===== src/rtl/depth_merge_pkg.sv =====
// depth_merge_pkg: fragment/pixel types, framebuffer word alias and FSM states for depth_merge.
package depth_merge_pkg;

    localparam int COORD_W = 10;

    typedef struct packed {
        logic [7:0] red;
        logic [7:0] green;
        logic [7:0] blue;
        logic [7:0] depth;
    } pixel_t;

    typedef struct packed {
        logic [COORD_W-1:0] x;
        logic [COORD_W-1:0] y;
        pixel_t             pixel;
    } pixel_info_t;

    typedef pixel_t fb_word_t;

    localparam fb_word_t FB_CLEAR_WORD = '{red: 8'd0, green: 8'd0, blue: 8'd0, depth: 8'hFF};

    typedef enum logic [2:0] {IDLE, READ, CMP, WRITE, CLEAR} depth_merge_state_t;

endpackage


===== src/rtl/depth_merge_if.sv =====
// depth_merge_if: framebuffer port; master is the merge stage, slave is the memory.
interface depth_merge_if import depth_merge_pkg::*; #(
    parameter int ADDR_W = 19
);
    logic [ADDR_W-1:0] fb_addr;
    logic              fb_rd_en;
    fb_word_t          fb_rd_data;
    logic              fb_wr_en;
    fb_word_t          fb_wr_data;

    modport master (output fb_addr, fb_rd_en, fb_wr_en, fb_wr_data, input fb_rd_data);
    modport slave  (input fb_addr, fb_rd_en, fb_wr_en, fb_wr_data, output fb_rd_data);
endinterface


===== src/rtl/depth_merge_rr_arbiter.sv =====
// rr_arbiter: round-robin pick among req; priority starts at the port after the last advanced grant.
module rr_arbiter #(
    parameter int N = 4,
    localparam int IW = $clog2(N)
) (
    input  logic          clock,
    input  logic          reset,
    input  logic [N-1:0]  req,
    input  logic          advance,
    output logic [N-1:0]  grant,
    output logic [IW-1:0] idx
);
    logic [IW-1:0] ptr_q, ptr_d, c;

    // scan from the far end so the lowest offset from ptr wins
    always_comb begin
        idx = '0;
        c = '0;
        for (int k = N - 1; k >= 0; k--) begin
            c = IW'((int'(ptr_q) + k) % N);
            if (req[c]) idx = c;
        end
        grant = |req ? N'(1) << idx : '0;
        ptr_d = advance ? IW'((int'(idx) + 1) % N) : ptr_q;
    end

    always_ff @(posedge clock or posedge reset)
        if (reset) ptr_q <= '0;
        else ptr_q <= ptr_d;
endmodule


===== src/rtl/depth_merge.sv =====
// depth_merge: captures rasterizer fragments, arbitrates round-robin, depth-tests against the
// framebuffer with a read-compare-write, and sweeps the framebuffer clear between frames.
module depth_merge import depth_merge_pkg::*; #(
    parameter int N_PORTS = 4,
    parameter int WIDTH   = 640,
    parameter int HEIGHT  = 480,
    parameter int ADDR_W  = 19
) (
    input  logic               clock,
    input  logic               reset,
    input  pixel_info_t        data_in [N_PORTS],
    input  logic [N_PORTS-1:0] data_write,
    output logic [N_PORTS-1:0] output_written,
    input  logic               clear_req,
    output logic               clear_busy,
    output logic               busy,
    depth_merge_if.master      fb
);
    localparam int GW = $clog2(N_PORTS);
    localparam logic [ADDR_W-1:0] LAST = ADDR_W'(WIDTH * HEIGHT - 1);

    depth_merge_state_t state_q, state_d;
    pixel_info_t slot_q [N_PORTS], slot_d [N_PORTS];
    pixel_info_t sel, cur;
    logic [N_PORTS-1:0] pending_q, pending_d, dw_q, cap, rel, grant, g_oh;
    logic [GW-1:0] g_q, g_d, gidx;
    logic [ADDR_W-1:0] fb_addr_q, fb_addr_d, sel_addr;
    logic rd_en_q, rd_en_d, wr_en_q, wr_en_d, clear_busy_q, clear_busy_d, clear_pend_q, clear_pend_d;
    logic advance, in_range;
    fb_word_t wr_data_q, wr_data_d;

    rr_arbiter #(.N(N_PORTS)) u_arb (
        .clock(clock), .reset(reset), .req(pending_q), .advance(advance), .grant(grant), .idx(gidx)
    );

    assign sel      = slot_q[gidx];
    assign cur      = slot_q[g_q];
    assign g_oh     = N_PORTS'(1) << g_q;
    assign in_range = int'(sel.x) < WIDTH && int'(sel.y) < HEIGHT;
    assign sel_addr = ADDR_W'(sel.y) * ADDR_W'(WIDTH) + ADDR_W'(sel.x);
    assign cap      = data_write & ~dw_q & ~pending_q;

    always_comb begin
        state_d = state_q;
        g_d = g_q;
        fb_addr_d = fb_addr_q;
        rd_en_d = 1'b0;
        wr_en_d = 1'b0;
        wr_data_d = wr_data_q;
        clear_busy_d = clear_busy_q;
        clear_pend_d = clear_pend_q | (clear_req & (state_q != CLEAR));
        advance = 1'b0;
        rel = '0;
        case (state_q)
            IDLE:
                if (clear_pend_q) begin
                    state_d = CLEAR;
                    fb_addr_d = '0;
                    wr_en_d = 1'b1;
                    wr_data_d = FB_CLEAR_WORD;
                    clear_busy_d = 1'b1;
                end else if (|pending_q) begin
                    advance = 1'b1;
                    g_d = gidx;
                    if (in_range) begin
                        fb_addr_d = sel_addr;
                        rd_en_d = 1'b1;
                        state_d = READ;
                    end else rel = grant;
                end
            READ: state_d = CMP;
            // strict less-than: ties keep the stored pixel
            CMP:
                if (cur.pixel.depth < fb.fb_rd_data.depth) begin
                    wr_en_d = 1'b1;
                    wr_data_d = cur.pixel;
                    state_d = WRITE;
                end else begin
                    rel = g_oh;
                    state_d = IDLE;
                end
            WRITE: begin
                rel = g_oh;
                state_d = IDLE;
            end
            CLEAR:
                if (fb_addr_q == LAST) begin
                    clear_busy_d = 1'b0;
                    clear_pend_d = 1'b0;
                    state_d = IDLE;
                end else begin
                    fb_addr_d = fb_addr_q + 1'b1;
                    wr_en_d = 1'b1;
                end
            default: state_d = IDLE;
        endcase
        pending_d = (pending_q & ~rel) | cap;
        for (int i = 0; i < N_PORTS; i++) slot_d[i] = cap[i] ? data_in[i] : slot_q[i];
    end

    always_ff @(posedge clock or posedge reset)
        if (reset) begin
            state_q <= IDLE;
            slot_q <= '{default: '0};
            pending_q <= '0;
            dw_q <= '0;
            g_q <= '0;
            fb_addr_q <= '0;
            rd_en_q <= 1'b0;
            wr_en_q <= 1'b0;
            wr_data_q <= '0;
            clear_busy_q <= 1'b0;
            clear_pend_q <= 1'b0;
        end else begin
            state_q <= state_d;
            slot_q <= slot_d;
            pending_q <= pending_d;
            dw_q <= data_write;
            g_q <= g_d;
            fb_addr_q <= fb_addr_d;
            rd_en_q <= rd_en_d;
            wr_en_q <= wr_en_d;
            wr_data_q <= wr_data_d;
            clear_busy_q <= clear_busy_d;
            clear_pend_q <= clear_pend_d;
        end

    assign output_written = ~pending_q;
    assign clear_busy     = clear_busy_q;
    assign busy           = |pending_q | (state_q != IDLE) | clear_pend_q;
    assign fb.fb_addr     = fb_addr_q;
    assign fb.fb_rd_en    = rd_en_q;
    assign fb.fb_wr_en    = wr_en_q;
    assign fb.fb_wr_data  = wr_data_q;
endmodule

===== src/flat_wrapper.sv =====
// flat-port wrapper written by rule: the top's interface ports become plain ports
module depth_merge_flat import depth_merge_pkg::*;
#(
    parameter int N_PORTS = 4,
    parameter int WIDTH   = 640,
    parameter int HEIGHT  = 480,
    parameter int ADDR_W  = 19
)
  (clock, reset, data_in, data_write, output_written, clear_req, clear_busy, busy, fb_fb_addr, fb_fb_rd_en, fb_fb_wr_en, fb_fb_wr_data, fb_fb_rd_data);
  depth_merge_if #(.ADDR_W(ADDR_W)) fb_i ();
  input  logic clock;
  input  logic reset;
  input  pixel_info_t data_in[N_PORTS];
  input  logic [N_PORTS-1:0] data_write;
  output logic [N_PORTS-1:0] output_written;
  input  logic clear_req;
  output logic clear_busy;
  output logic busy;
  output wire logic [$bits(fb_i.fb_addr)-1:0] fb_fb_addr;
  output wire logic [$bits(fb_i.fb_rd_en)-1:0] fb_fb_rd_en;
  output wire logic [$bits(fb_i.fb_wr_en)-1:0] fb_fb_wr_en;
  output wire logic [$bits(fb_i.fb_wr_data)-1:0] fb_fb_wr_data;
  input wire logic [$bits(fb_i.fb_rd_data)-1:0] fb_fb_rd_data;
  assign fb_fb_addr = fb_i.fb_addr;
  assign fb_fb_rd_en = fb_i.fb_rd_en;
  assign fb_fb_wr_en = fb_i.fb_wr_en;
  assign fb_fb_wr_data = fb_i.fb_wr_data;
  assign fb_i.fb_rd_data = fb_fb_rd_data;
  depth_merge #(.N_PORTS(N_PORTS), .WIDTH(WIDTH), .HEIGHT(HEIGHT), .ADDR_W(ADDR_W)) u_core (.clock(clock), .reset(reset), .data_in(data_in), .data_write(data_write), .output_written(output_written), .clear_req(clear_req), .clear_busy(clear_busy), .busy(busy), .fb(fb_i));
endmodule

===== config.mk =====
export PLATFORM = sky130hd
export DESIGN_NAME = depth_merge_flat
export DESIGN_NICKNAME = d
export VERILOG_FILES = /design/src/rtl/depth_merge_pkg.sv /design/src/rtl/depth_merge_if.sv /design/src/rtl/depth_merge_rr_arbiter.sv /design/src/rtl/depth_merge.sv /design/src/flat_wrapper.sv
export SDC_FILE = /design/constraint.sdc
export NUM_CORES = 1
export LEC_CHECK = 0
export CORE_MARGIN = 1
export CORE_UTILIZATION = 50
export CTS_BUF_LIST = sky130_fd_sc_hd__clkbuf_8
export CTS_CLUSTER_SIZE = 16
export DETAILED_ROUTE_END_ITERATION = 10
export PLACE_DENSITY_LB_ADDON = 0.3
export RECOVER_POWER = 100
export SLEW_MARGIN = 20
export SYNTH_ARGS = -nofsm -noshare
export SYNTH_HDL_FRONTEND = slang
export SYNTH_SLANG_ARGS = --single-unit

===== constraint.sdc =====
create_clock -name clock -period 13.8 [get_ports clock]
set_clock_uncertainty 0.2 [all_clocks]
set_input_delay 4.14 -clock clock [delete_from_list [all_inputs] [get_ports clock]]
set_output_delay 4.14 -clock clock [all_outputs]
set_load 0.01 [all_outputs]

## After elaboration in Yosys (flattened, before gate mapping)

Cells that the tools add are included.

| cells by class | value |
|---|---|
| shift operators | 2 |
| mux-type cells | 53 |
| $mul | 1 |
| reductions and logical operators | 11 |
| $add $sub $neg | 6 |
| equality and inequality tests | 12 |
| bitwise logic cells | 14 |
| magnitude comparators | 9 |
| divide/modulo/power cells | 0 |

Operator list:

| kind | number |
|---|---|
| 52-bit binary-select mux with 2-bit select | 2 |
| 32-bit two-way mux | 4 |
| 52-bit two-way mux | 2 |
| 19-bit two-way mux | 4 |
| 32-bit case mux with 2 select lines | 1 |
| 19-bit case mux with 2 select lines | 1 |
| 19-bit by 1-bit adder with 19-bit output, second input constant | 1 |
| 19-bit by 10-bit adder with 19-bit output | 1 |
| 19-bit == test, second input constant | 1 |
| 1-bit two-way mux | 18 |
| 4-bit two-way mux | 4 |
| 4-bit AND | 3 |
| 2-bit by 3-bit less-than comparator with 1-bit output, second input constant | 4 |
| 10-bit by 3-bit multiplier with 12-bit output, second input constant | 1 |
| 3-bit two-way mux | 4 |
| 4-bit NOT | 3 |
| 3-bit case mux with 4 select lines | 1 |
| 4-bit case mux with 3 select lines | 1 |
| 3-bit AND reduction | 4 |
| 10-bit less-than comparator, second input constant | 1 |
| 10-bit by 9-bit less-than comparator with 1-bit output, second input constant | 1 |
| 2-bit two-way mux | 5 |
| 1-bit binary-select mux with 2-bit select | 4 |
| 8-bit less-than comparator | 1 |
| other kinds (24) | 36 |

| word-level totals | value |
|---|---|
| memory bits (writable) | 0 |
| output and inout bits | 59 |
| latch bits | 0 |
| ROM bits | 0 |
| memories kept | 0 |
| bits in registers | 278 |

## Logic depth before layout (Yosys ltp)

| logic depth | value |
|---|---|
| depth after elaboration | 20 |
| depth in mapped cells | 22 |
| gate-level depth less buffers | 18 |

## Hierarchy

From an unflattened synthesis, not the netlist that was laid out.

| unflattened totals | value |
|---|---|
| cell total of the unflattened synthesis | 1003 |
| area, all modules | 13305.3 um^2 |

By module, submodules not included:

| module | area each (um^2) | times used | sequential area each (um^2) | cells an instance |
|---|---|---|---|---|
| depth_merge | 13031.2 | 1 | 6906.6 | 974 |
| rr_arbiter | 274.0 | 1 | 50.0 | 29 |

## Worst setup path after synthesis

No wires, ideal clock.

| path | value |
|---|---|
| path kind | input to register |
| start | in fb_fb_rd_data[5] |
| end | reg u_core.wr_data_q, in the netlist u_core.fb.fb_wr_data[24] |
| path buffers | 2 |
| stages | 10 |
| arrival time | 6016 ps |
| data required time | 13466 ps |
| path slack | 7450 ps |
| cells stage by stage | inv_1 -> ha_1 -> a21o_1 -> a21o_1 -> a211oi_1 -> o211a_1 -> and3b_1 -> clkbuf_1 -> clkbuf_1 -> o21ai_0 |

| on the way | value |
|---|---|
| cells in the longest elaborated chain, start to end | 3 |

Ends and longest elaborated chain:

| item | line | source |
|---|---|---|
| start, declared | flat_wrapper.sv:23 | `input wire logic [$bits(fb_i.fb_rd_data)-1:0] fb_fb_rd_data;` |
| 8-bit less-than comparator | depth_merge.sv:74 | `if (cur.pixel.depth < fb.fb_rd_data.depth) begin` |
| 2-bit by 1-bit inequality test with 1-bit output (no source line) | n/a |  |
| 3-bit AND reduction (no source line) | n/a |  |
| end signal, assigned | depth_merge.sv:123 | `wr_data_q <= wr_data_d;` |
| end, declared | depth_merge.sv:30 | `fb_word_t wr_data_q, wr_data_d;` |

No other way between the ends.
A chain may end at the register's enable or synchronous reset.

## Worst setup path after layout

| path | value |
|---|---|
| start | reg u_core.pending_q[2] |
| end | reg u_core.fb_addr_q[18] (netlist: u_core.fb.fb_addr[18]) |

| on the way | value |
|---|---|
| cells in the longest elaborated chain, start to end | 16 |
| elaborated cells between the ends (all ways) | 29 |
| those cells by class | add/sub (1); mul (1); order compare (2); eq/ne (2); mux (19); bitwise (1); reduce/logical (3) |

Ends and longest elaborated chain:

| item | line | source |
|---|---|---|
| start, declared | depth_merge.sv:25 | `logic [N_PORTS-1:0] pending_q, pending_d, dw_q, cap, rel, grant, g_oh;` |
| start signal, assigned | depth_merge.sv:117 | `pending_q <= pending_d;` |
| 1-bit binary-select mux with 2-bit select | depth_merge_rr_arbiter.sv:21 | `if (req[c]) idx = c;` |
| 1-bit two-way mux (implied by the code) | depth_merge_rr_arbiter.sv:21 |  |
| 2-bit two-way mux (4 in a row) | depth_merge_rr_arbiter.sv:21 |  |
| 2-bit NOT with 3-bit output (implied by the code) | depth_merge.sv:36 | `assign sel = slot_q[gidx];` |
| 52-bit binary-select mux with 2-bit select | depth_merge.sv:36 |  |
| 52-bit two-way mux (implied by the code) (2 in a row) | depth_merge.sv:36 |  |
| 10-bit by 3-bit multiplier with 12-bit output | depth_merge.sv:40 | `assign sel_addr = ADDR_W'(sel.y) * ADDR_W'(WIDTH) + ADDR_W'(sel.x);` |
| 19-bit by 10-bit adder with 19-bit output | depth_merge.sv:40 |  |
| 19-bit two-way mux | depth_merge.sv:65 | `if (in_range) begin` |
| 19-bit two-way mux | depth_merge.sv:62 | `end else if (\|pending_q) begin` |
| 19-bit two-way mux | depth_merge.sv:56 | `if (clear_pend_q) begin` |
| 19-bit case mux with 2 select lines | depth_merge.sv:54 | `case (state_q)` |
| end signal, assigned | depth_merge.sv:120 | `fb_addr_q <= fb_addr_d;` |
| end, declared | depth_merge.sv:27 | `logic [ADDR_W-1:0] fb_addr_q, fb_addr_d, sel_addr;` |

Parallel ways exist; a longest one is shown, timed or not. The select of a mux whose other input is x is not followed.

==> impl_metrics.yaml <==
outcome:
  status: "finished, violations left"
  violations: "max-capacitance violations, max-slew violations"
die:
  core_mm2: 0.02635
  start_util_pct: 51.47
  die_w_um: 166.7
  die_h_um: 166.7
  num_io_pins: 306
  rows: 59
  dieArea_mm2: 0.02779
worst_setup_path:
  slowest_delay_ns: 2.18
  critPathKind: "flip-flop to flip-flop"
  crit_fanout: 36
  critPathCaptureType: "flip-flop"
  required_ns: 14.08
  path_cells: "nor2b_1 -> a311o_1 -> and2_0 -> clkinvlp_2 -> mux2i_1 -> mux2i_1 -> ha_1 -> ha_1 -> fa_1 -> xor2_1 -> and2_0 -> nor4bb_1 -> nand4_1 -> a211oi_1 -> xnor3_1 -> nor3_1 -> a221o_1"
  slowest_stage: "clkinvlp_2"
  startpoint_type: "flip-flop"
  worstPathArrival_ns: 9.46
timing:
  setup_viol: 0
  rsz0062_at_grt: "false"
  maxSlewViolCount: 466
  fin_ws_ns: 4.624
  max_slew_margin_pct: -316.1
  hold_viol: 0
  tightest_slew_ns: 6.207
  clock.fmax_ghz: 0.1090
  fin_crit_sh_pct: 66.50
  fin_crit_ns: 9.176
  setup_tns_ns: 0
placed_design:
  pre_cts_ws_ns: 6.351
  gp_congestion: 0.8624
  portBuffers: 281
  dpl.hpwl_um: 24240
yosys:
  synth_common_cells: "dfrtp_1 (278), mux2_2 (211), nand2_1 (107)"
  syn-num-nets: 1375
  yosysUniqueCellTypes: 68
  synth_top_area_cell: "dfrtp_1"
  synth.most_common_cell: "dfrtp_1"
  synth_top_cell_area_share_pct: 51.29
  ys_seq_elements: 278
  syn_area_mm2: 0.01356
  seq_area_frac_synth_pct: 51.29
  synthFlopType: "dfrtp_1"
  async_flop_share_pct: 100.0
  netlist_instances: 1099
  avgSynthCellArea_um2: 12.34
  netlist_top_cells_area: "dfrtp_1 (51%), mux2_2 (18%), mux4_2 (5.3%)"
  synth_edf_count: 0
  yosys_warnings: 0
pwr:
  irDropWorstVdd_uv: 212.8
  p_leak_uw: 0.007545
  powerDensity_mw_per_mm2: 240.5
routing:
  drc: 0
  drt_iter0_drc: 749
  vias: 10067
  wire_per_inst_um: 20.40
  avgViaCountPerCell: 5.730
  routed_wirelength_um: 35850
  firstDrtPassIters: 6
  ant_nets: 0
layout:
  fillers: 1996
  drive_gt1_share_pct: 23.08
  fin_nets: 1659
  syn_to_final_growth_pct: 29.19
clock_tree:
  clock_sinks: 278
  clock_latency_ns: 0.55
  cts_resized: 0
  cts_tree: "yes"
  post_cts_buffers: 0
  cts_buffers: 49
  cts-root-buf: "clkbuf_8"
  clock_path_buffers: 3
  htreeDepth: 2
  postCtsHoldBufs: 0
  clkSlewWorstSetupHoldPaths_ns: 0.06
global_route:
  antenna_found_initial: 5
  grt_pass1_vias: 10430
  grt_overflow: 0
  grt_pass1_wl_um: 57160
  grt_max_degree: 139
  gr-usage-all-layers_pct: 26.34
worst_hold_path:
  hp-class: "flip-flop to flip-flop"
run:
  drv_cap: 11
-- layer usage --
metal  GRT usage (%)  vias up  wire (um)
met4           10.02        0       1177
li1                -     4564          -
met1           35.77     5062      15430
met3           6.131       79       2657
met5               0        -          0
met2           41.25      362      16580
-- critical path, delay by kind of cell (launching register included) --
kind | cells | cell delay (ns)
DFF | 1 | 0.48
xor gates and xnor gates | 2 | 0.50
AOI/OAI and AO/OA | 3 | 0.89
muxes | 2 | 0.92
buffers and inverters | 1 | 2.18
and+or+nand+nor | 6 | 2.92
adders and majority gates | 3 | 0.98
-- cell type report --
type | count | area, um^2 | share of cell area [%]
diodes | 5 | 12.51 | 0.07140
clock buffers | 58 | 798.3 | 4.555
clock inverters | 27 | 116.4 | 0.6640
inverters | 33 | 126.4 | 0.7211
multi-input cells | 725 | 6201 | 35.38
flip-flops and latches | 278 | 6959 | 39.71
well taps | 335 | 419.2 | 2.392
repair buffers | 296 | 2892 | 16.50
-- power breakdown --
group          switching (uW)  total, uW  internal, uW
logic                    1090       2130          1050
registers                 208       1370          1160
clock network             330        709           379
-- metrics by stage --
| stage | area (um^2) | util, % | instances | hold WS (ns) | power (uW) |
|---|---|---|---|---|---|
| finish | 17520 | 66.50 | 1757 | 0.2821 | 4215 |
| global route | 17520 | 66.50 | 1757 | 0.3051 | 4520 |
| CTS | 17580 | 66.72 | 1752 | 0.2937 | 4241 |
| detailed placement | 16670 | 63.25 | 1667 | 0.2802 | 3507 |
| global placement | 16670 | 63.25 | 1667 | 0.2722 | 3431 |
| floorplan | 13560 | - | 1099 | 0.2702 | 2935 |
-- worst paths after layout --
path | startpoint | endpoint | slack, ns | cells past startpoint
setup / recovery | u_core.pending_q[2] | u_core.fb.fb_addr[18] | 4.62 | 17
hold / removal | u_core.fb.fb_wr_data[5] | u_core.fb.fb_wr_data[5] | 0.28 | 1
setup reg to reg | u_core.pending_q[2] | u_core.fb.fb_addr[18] | 4.62 | 17
hold reg to reg | u_core.fb.fb_wr_data[5] | u_core.fb.fb_wr_data[5] | 0.28 | 1
max in group asynchronous | reset | u_core.slot_q[172] | 4.69 | 3
min in group asynchronous | reset | u_core.fb.fb_addr[10] | 5.82 | 2
-- cell families (layout without fill, tap and decap cells) --
logic type	Yosys count	after routing	share of synthesized area, %
buffers and inverters	96	414	2.952
and+or+nand+nor	268	268	9.898
muxes	257	257	23.86
xor gates and xnor gates	16	16	1.135
other	0	5	0
adders and majority gates	29	29	2.786
AOI/OAI and AO/OA	155	155	8.081
DFF	278	278	51.29
-- sequential cells by signal, summed over array words and instances (netlist names) --
signal and count:
u_core.clear_busy 1, u_core.clear_pend_q 1, u_core.dw_q 4, u_core.fb.fb_addr 19
u_core.fb.fb_rd_en 1, u_core.fb.fb_wr_data 32, u_core.fb.fb_wr_en 1, u_core.g_q 2
u_core.pending_q 4, u_core.slot_q 208, u_core.state_q 3, u_core.u_arb.ptr_q 2
-- placed cells by master, fill, tap and decap left out, types with 5 or more instances in the layout --
master,instances
dfrtp_1,276
clkdlybuf4s50_1,215
mux2_2,208
nand2_1,107
dlygate4sd3_1,66
clkbuf_8,58
inv_1,51
o21ai_0,38
mux4_2,32
nor2_1,30
ha_1,27
and3_1,24
a211oi_1,24
nand3_1,23
mux2i_1,14
nor3_1,14
a21oi_1,14
nand3b_1,11
o21a_1,11
o211ai_1,11
xor2_1,10
clkbuf_1,9
or3_1,7
nand2b_1,7
o211a_1,7
nor2b_1,6
a21o_1,6
or2_2,6
a31oi_1,6
buf_4,6
diode_2,5
nand4_1,5
and2_1,5
xnor2_1,5
(Power assumes the default switching activity.)
